## src/rtl/pipe_barrel_shifter.sv

```systemverilog
// Pipelined barrel shifter: SLL/SRL/SRA/ROR, one register stage per shift-amount bit
// (largest shift first), valid/ready on both sides with a global stall, tag carry and flush.
module pipe_barrel_shifter #(
  parameter int WIDTH   = 32,
  parameter int SHAMT_W = 5,
  parameter int TAG_W   = 5
) (
  input  logic               clock,
  input  logic               reset,
  input  logic               flush,
  input  logic               in_valid,
  output logic               in_ready,
  input  logic [WIDTH-1:0]   in_data,
  input  logic [SHAMT_W-1:0] in_shamt,
  input  logic [1:0]         in_mode,
  input  logic [TAG_W-1:0]   in_tag,
  output logic               out_valid,
  input  logic               out_ready,
  output logic [WIDTH-1:0]   out_data,
  output logic [TAG_W-1:0]   out_tag
);

  typedef enum logic [1:0] {
    MODE_SLL = 2'b00,
    MODE_SRL = 2'b01,
    MODE_SRA = 2'b10,
    MODE_ROR = 2'b11
  } mode_e;

  typedef struct packed {
    logic               valid;
    logic [WIDTH-1:0]   data;
    logic [SHAMT_W-1:0] shamt;
    mode_e              mode;
    logic               sign;
    logic [TAG_W-1:0]   tag;
  } stage_t;

  stage_t stage_q [SHAMT_W];
  stage_t stage_d [SHAMT_W];
  stage_t src     [SHAMT_W];
  logic   advance;

  // SRA fills from the sign captured at entry, never from partially shifted data.
  function automatic logic [WIDTH-1:0] shift_step(input logic [WIDTH-1:0] d,
                                                  input mode_e m,
                                                  input logic sign,
                                                  input int amt);
    logic [WIDTH-1:0] fill_mask;
    logic [WIDTH-1:0] r;
    fill_mask = ~({WIDTH{1'b1}} >> amt);
    case (m)
      MODE_SLL: r = d << amt;
      MODE_SRL: r = d >> amt;
      MODE_SRA: r = (d >> amt) | (sign ? fill_mask : '0);
      MODE_ROR: r = (d >> amt) | (d << (WIDTH - amt));
      default:  r = d;
    endcase
    return r;
  endfunction

  assign advance = !stage_q[SHAMT_W-1].valid || out_ready;

  always_comb begin
    // NOTE: every combinational output gets a default before any branch, so no path infers a latch.
    src[0].valid = in_valid;
    src[0].data  = in_data;
    src[0].shamt = in_shamt;
    src[0].mode  = mode_e'(in_mode);
    src[0].sign  = in_data[WIDTH-1];
    src[0].tag   = in_tag;
    for (int k = 1; k < SHAMT_W; k++) begin
      src[k] = stage_q[k-1];
    end

    for (int k = 0; k < SHAMT_W; k++) begin
      stage_d[k] = stage_q[k];
    end

    if (flush) begin
      for (int k = 0; k < SHAMT_W; k++) begin
        stage_d[k] = '0;
      end
    end else if (advance) begin
      for (int k = 0; k < SHAMT_W; k++) begin
        if (src[k].valid) begin
          stage_d[k] = src[k];
          if (src[k].shamt[SHAMT_W-1-k]) begin
            stage_d[k].data = shift_step(src[k].data, src[k].mode, src[k].sign,
                                         1 << (SHAMT_W - 1 - k));
          end
        end else begin
          // Bubbles carry a zero payload so the output reads 0 whenever it is not valid.
          stage_d[k] = '0;
        end
      end
    end
  end

  always_ff @(posedge clock) begin
    if (reset) begin
      // NOTE: payload registers are reset along with the valids so out_data/out_tag read 0 straight after reset.
      for (int k = 0; k < SHAMT_W; k++) begin
        stage_q[k] <= '0;
      end
    end else begin
      // NOTE: state registers use non-blocking assignment so every stage samples the pre-edge values.
      for (int k = 0; k < SHAMT_W; k++) begin
        stage_q[k] <= stage_d[k];
      end
    end
  end

  assign in_ready  = advance;
  assign out_valid = stage_q[SHAMT_W-1].valid;
  assign out_data  = stage_q[SHAMT_W-1].data;
  assign out_tag   = stage_q[SHAMT_W-1].tag;

endmodule

```

## config.mk

```make
export PLATFORM = sky130hd
export DESIGN_NAME = pipe_barrel_shifter
export DESIGN_NICKNAME = d
export VERILOG_FILES = /design/src/rtl/pipe_barrel_shifter.sv
export SDC_FILE = /design/constraint.sdc
export NUM_CORES = 1
export LEC_CHECK = 0
export CORE_MARGIN = 2
export CORE_UTILIZATION = 60
export DETAILED_ROUTE_END_ITERATION = 10
export PLACE_DENSITY = 0.82
export SYNTH_ARGS = -nofsm -noshare
export SYNTH_HDL_FRONTEND = slang
export SYNTH_SLANG_ARGS = --single-unit
```

## constraint.sdc

```tcl
create_clock -name clock -period 3.35 [get_ports clock]
set_input_delay 0.335 -clock clock [delete_from_list [all_inputs] [get_ports clock]]
set_output_delay 0.335 -clock clock [all_outputs]
set_load 0.01 [all_outputs]
```

==> results of run 1 <==
## worst max-delay path, delay by kind of cell
family	cells	cell delay [ns]
buf+inv	3	1.48
simple gates	1	0.06
## layer usage
metal | up-vias | routed length, um | GRT usage, %
li1 | 5002 | - | -
met1 | 4806 | 12500 | 39.25
met2 | 352 | 12770 | 43.83
met3 | 57 | 1640 | 3.077
met4 | 0 | 691 | 8.559
met5 | - | 0 | 0
## final cells by class
cell class / count / share of cell area [%]
multi-input cells: 966 / 48.13
flip-flops and latches: 212 / 33.49
repair buffers: 113 / 8.621
clock buffers: 25 / 4.754
well taps: 229 / 2.259
clock inverters: 15 / 1.864
inverters: 30 / 0.8877
## cells in the mapped netlist, drive strengths merged, types with 29 or more instances
cell / n
dfxtp: 212
nand2: 115
clkbuf: 107
o21ai: 104
nor2: 103
a21oi: 80
nand3: 78
a22o: 70
a31oi: 70
or3b: 70
buf: 60
o211ai: 56
inv: 30
mux2i: 30
o211a: 30
o31ai: 30
or2: 30
a32o: 29
nor2b: 29
## worst max path at each step
stage               startpoint              end  slack, ns  cells after the start
2_1_floorplan  stage_q[0][229]  stage_q[0][116]       1.84                      8
3_3_place_gp         out_ready   stage_q[0][44]       1.11                      5
3_5_place_dp         out_ready   stage_q[0][29]       1.07                      5
4_1_cts              out_ready         in_ready       1.11                      4
5_1_grt              out_ready         in_ready       1.04                      4
6_report             out_ready         in_ready       1.13                      4
## logic make-up (layout without fill, tap and decap cells)
family                 count (synthesis)  in the layout  synth area share, %
flip-flops                           212            212                38.00
XOR/XNOR                               1              1              0.07844
multiplexers                          30             30                2.689
AO/OA/AOI/OAI                        503            503                31.66
AND/OR/NAND/NOR                      432            432                20.09
buffers and inverters                197            183                7.484
## stage by stage
step	hold slack [ns]	area [um2]	std cells
after global placement	0.4385	11850	1550
final	0.4106	12680	1590
after CTS	0.4043	12680	1590
after floorplan	0.4316	11170	1375
after detailed placement	0.4422	11850	1550
after global routing	0.4420	12680	1590
## power breakdown
part	switching [mW]	internal, mW
combinational	0.138	0.127
clock	1.04	1.76
sequential	0.0193	2.54
==> results.toml, run 1 <==
[yosys]
synth_area_um2 = 11170
netlist.area_leader.share_pct = 38.00
synthArstFlopShare_pct = 0
netlist_top_cells_area = "dfxtp_1, a22o_1, o21ai_0, or3b_2, a31oi_1"
synth_seq_cells = 212
synth-main-ff-cell = "dfxtp_1"
avgSynthCellArea_um2 = 8.122
syn_nets = 1424
yosysWarnings = 0
synth_top_area_cell = "dfxtp_1"
synth.distinct_cells = 34
yosysSeqAreaShare_pct = 38.00
synth-edff-count = 0
syn_inst = 1375

[detailed_routing]
remaining_drc_errors = 0
wl_um = 27600
firstDrtPassIters = 5
viasPerCell = 6.426
first_iter_violations = 968
wl_per_cell_um = 17.36
ant_nets = 0
vias = 10220

[hold_path]
hold-path-cell-count = 3
hold_start = "in_tag[0]"
whs_endpoint = "stage_q[0][0]"
min_path_type = "in -> reg"

[worst_setup_path]
regToRegSetupSlack_ns = 1.56
cp.required_ns = 3.01
timing.rr.end = "stage_q[0][35]"
crit_chain = "clkdlybuf4s50_1, nor2b_4, inv_2, clkdlybuf4s50_1"
cp.arrival_ns = 1.89
slowest_stage = "clkdlybuf4s50_1"
critPathMaxFanout = 23
slowest_delay_ns = 0.61
reg2reg_depth = 4
cp-start-kind = "input port"
path_class = "in -> out"
crit-reg2reg-launch = "stage_q[0][229]"
cp-end-kind = "output pin"
cp_common_cell = "clkdlybuf4s50_1"

[die]
io_pins = 88
design.die.area_um2 = 19720
die_x_um = 140.4
start_util_pct = 61.75
die_y_um = 140.4
core_um2 = 18090
num_rows = 49

[run]
timing.max_cap.violations = 0

[grt]
track_usage_pct = 27.49
grt_pass1_wl_um = 45980
grt_max_degree = 87
grt_pass1_vias = 9029
overflow = 0
antenna_found_initial = 0

[cts]
cts.sinks = 212
cts_hold_buf = 0
cts_setup_buffers = 0
clockBufferDepth = 3
cts_made_buffers = 22
clock-root-buffer = "clkbuf_16"
clkLatencyLatePin_ns = 0.51
ctsResizeCount = 0
clk_pin_slew_worst_paths_ns = 0.06
cts_tree = "yes"
htreeDepth = 1

[finish]
final-seq-area_um2 = 4248
fillerInstances = 1449
nets = 1394
multi_input_comb_area_um2 = 6105
largest_reg_flops = 212
max_flop_register = "stage_q"
final_common_cell = "dfxtp_1"
reg_top3 = "stage_q x212"
fin_util_pct = 70.13
layout-drive-gt1-share_pct = 11.54
area_growth_pct = 13.58
final_cell_mix = "dfxtp_1, nand2_1, o21ai_0, nor2_1, clkdlybuf4s50_1"
diodes = 0

[sta]
fmax_mhz = 449.5
slew_headroom_pct = 28.70
clock_skew_ns = 0.009528
setup_viol = 0
rsz0062_at_grt = "false"
setup_slack_ns = 1.125
finalMaxSlewViolations = 0
final_hold_viol_count = 0
tns_ns = 0
tightest_slew_ns = 1.069
fin_crit_ns = 2.225
fin_crit_sh_pct = 66.41

[outcome]
outcome = "finished, final reports clean"

[power]
leakage_nw = 4.302
power.density_nw_per_um2 = 443.2
finalPower_mw = 5.622
ir_drop_v = 0.0004003

[place]
dp.final_hpwl_um = 17610
io_buffers = 87
place_ws_ns = 1.069
gp_congestion = 0.8745
No activity file was read; power rests on OpenSTA's default activity.
==> run 2, diff against run 1 <==
--- a/config.mk
+++ b/config.mk
@@ -6,9 +6,9 @@
 export NUM_CORES = 1
 export LEC_CHECK = 0
 export CORE_MARGIN = 2
-export CORE_UTILIZATION = 60
+export CORE_UTILIZATION = 53
 export DETAILED_ROUTE_END_ITERATION = 10
-export PLACE_DENSITY = 0.82
+export PLACE_DENSITY = 0.76
 export SYNTH_ARGS = -nofsm -noshare
 export SYNTH_HDL_FRONTEND = slang
 export SYNTH_SLANG_ARGS = --single-unit
==> constraint.sdc (replaced) <==
create_clock -name clock -period 1.8 [get_ports clock]
set_input_delay 0.18 -clock clock [delete_from_list [all_inputs] [get_ports clock]]
set_output_delay 0.18 -clock clock [all_outputs]
set_load 0.01 [all_outputs]
==> run 2 against run 1 <==
- global-route usage fell by 3.5 points
- via count shrank 1.3%
- cell count up 4.3%
- core utilization shrank 7.0 points
- power grew 82%
- combinational power grew 98%
- critical path type is now reg -> out
- critical endpoint unchanged
- largest cell class unchanged
- highest routed layer unchanged
==> results.toml, run 2 (synthesis results as in run 1) <==
[die]
die_y_um = 149.2
io_pins = 88
core_um2 = 20820
start_util_pct = 53.64
design.die.area_um2 = 22250
num_rows = 53
die_x_um = 149.2

[finish]
max_flop_register = "stage_q"
area_growth_pct = 17.74
finalNonFillerCells = 1658
nets = 1416
layout-drive-gt1-share_pct = 12.80
reg_top3 = "stage_q x212"
final_cell_mix = "dfxtp_1, nand2_1, o21ai_0, nor2_1, clkdlybuf4s50_1"
diodes = 0
largest_reg_flops = 212
final_common_cell = "dfxtp_1"

[place]
gp_congestion = 0.8410
placed_cells = 1617
place_ws_ns = -0.01870
dp.final_hpwl_um = 17780
io_buffers = 87

[sta]
fin_crit_sh_pct = 91.00
tightest_slew_ns = 0.5636
rsz0062_at_grt = "false"
final_hold_viol_count = 0
setup_viol = 0
clock_skew_ns = 0.007359
fin_crit_ns = 1.638
fmax_mhz = 610.5
slew_headroom_pct = 62.42
setup_slack_ns = 0.1620
finalMaxSlewViolations = 0

[worst_setup_path]
cp.arrival_ns = 1.46
timing.rr.end = "stage_q[0][76]"
critPathMaxFanout = 12
slowest_stage = "dfxtp_1"
reg2reg_depth = 4
path_class = "reg -> out"
path_depth = 3
critPathTopFamily = "buffers and inverters"
cp.required_ns = 1.62
crit_chain = "nor2b_4, inv_2, dlygate4sd2_1"
cp-end-kind = "output pin"
slowest_delay_ns = 0.37
regToRegSetupSlack_ns = 0.26
path_buf_inv = 2
cp-start-kind = "register"
crit-reg2reg-launch = "stage_q[0][6]"

[detailed_routing]
first_iter_violations = 727
firstDrtPassIters = 5
wl_per_cell_um = 16.14
remaining_drc_errors = 0
viasPerCell = 6.082
wl_um = 26760
vias = 10080
ant_nets = 0

[grt]
grt_max_degree = 82
track_usage_pct = 23.97
overflow = 0
grt_pass1_vias = 8988
antenna_found_initial = 0
grt_pass1_wl_um = 45040

[run]
timing.max_cap.violations = 0

[power]
power.density_nw_per_um2 = 776.4
leakage_nw = 4.469
ir_drop_v = 0.0005340

[cts]
cts_made_buffers = 23
ctsResizeCount = 1
cts.sinks = 212
clock-root-buffer = "clkbuf_16"
cts_tree = "yes"
clkLatencyLatePin_ns = 0.50
cts_hold_buf = 0
htreeDepth = 1
clockBufferDepth = 3
clk_pin_slew_worst_paths_ns = 0.06
cts_setup_buffers = 0

[hold_path]
hold_start = "in_mode[1]"
min_path_type = "in -> reg"
whs_endpoint = "stage_q[0][7]"
hold-path-cell-count = 4

[outcome]
outcome = "finished, final reports clean"
[run 2: worst max path at each step]
stage,from,end
4_1_cts,stage_q[0][229],in_ready
6_report,stage_q[0][229],in_ready
3_3_place_gp,out_ready,stage_q[0][80]
2_1_floorplan,stage_q[0][229],stage_q[0][116]
5_1_grt,stage_q[0][229],in_ready
3_5_place_dp,out_ready,stage_q[0][174]
[run 2: routing by layer]
| layer | share of wire (%) | GRT usage, % | up-vias |
|---|---|---|---|
| li1 | - | - | 5034 |
| met1 | 47 | 33.29 | 4780 |
| met2 | 47 | 39.35 | 217 |
| met3 | 4.2 | 3.272 | 53 |
| met4 | 2.2 | 6.190 | 0 |
| met5 | 0 | 0 | - |
[run 2: worst reg2reg max path, delay by kind of cell, from the launching register on]
family | cells | cell delay [ns]
AOI/OAI and AO/OA | 2 | 0.44
DFF | 1 | 0.35
and+or+nand+nor | 1 | 0.50
buffers and inverters | 1 | 0.19
[run 2: cell type report]
| type | count | area [um2] |
|---|---|---|
| multi-input cells | 966 | 6105 |
| clock buffers | 32 | 679.4 |
| flip-flops and latches | 212 | 4248 |
| fillers | 1811 | 7674 |
| repair buffers | 134 | 1538 |
| clock inverters | 9 | 122.6 |
| well taps | 275 | 344.1 |
| inverters | 30 | 112.6 |
[run 2: metrics by stage]
stage	hold WS [ns]	power (mW)	instance area, um2	util (%)	TNS, ns
CTS	0.1929	10.27	13150	63.15	0
floorplan	0.3475	5.161	11170	-	0
finish	0.2046	10.21	13150	63.15	0
global placement	0.4391	5.376	12350	59.30	0
detailed placement	0.4453	5.386	12350	59.30	-0.05454
global route	0.2242	10.52	13150	63.15	0
[run 2: report_power, final]
part	switching (mW)	internal, mW
registers	0.0360	4.72
logic	0.259	0.267
clock network	1.87	3.05
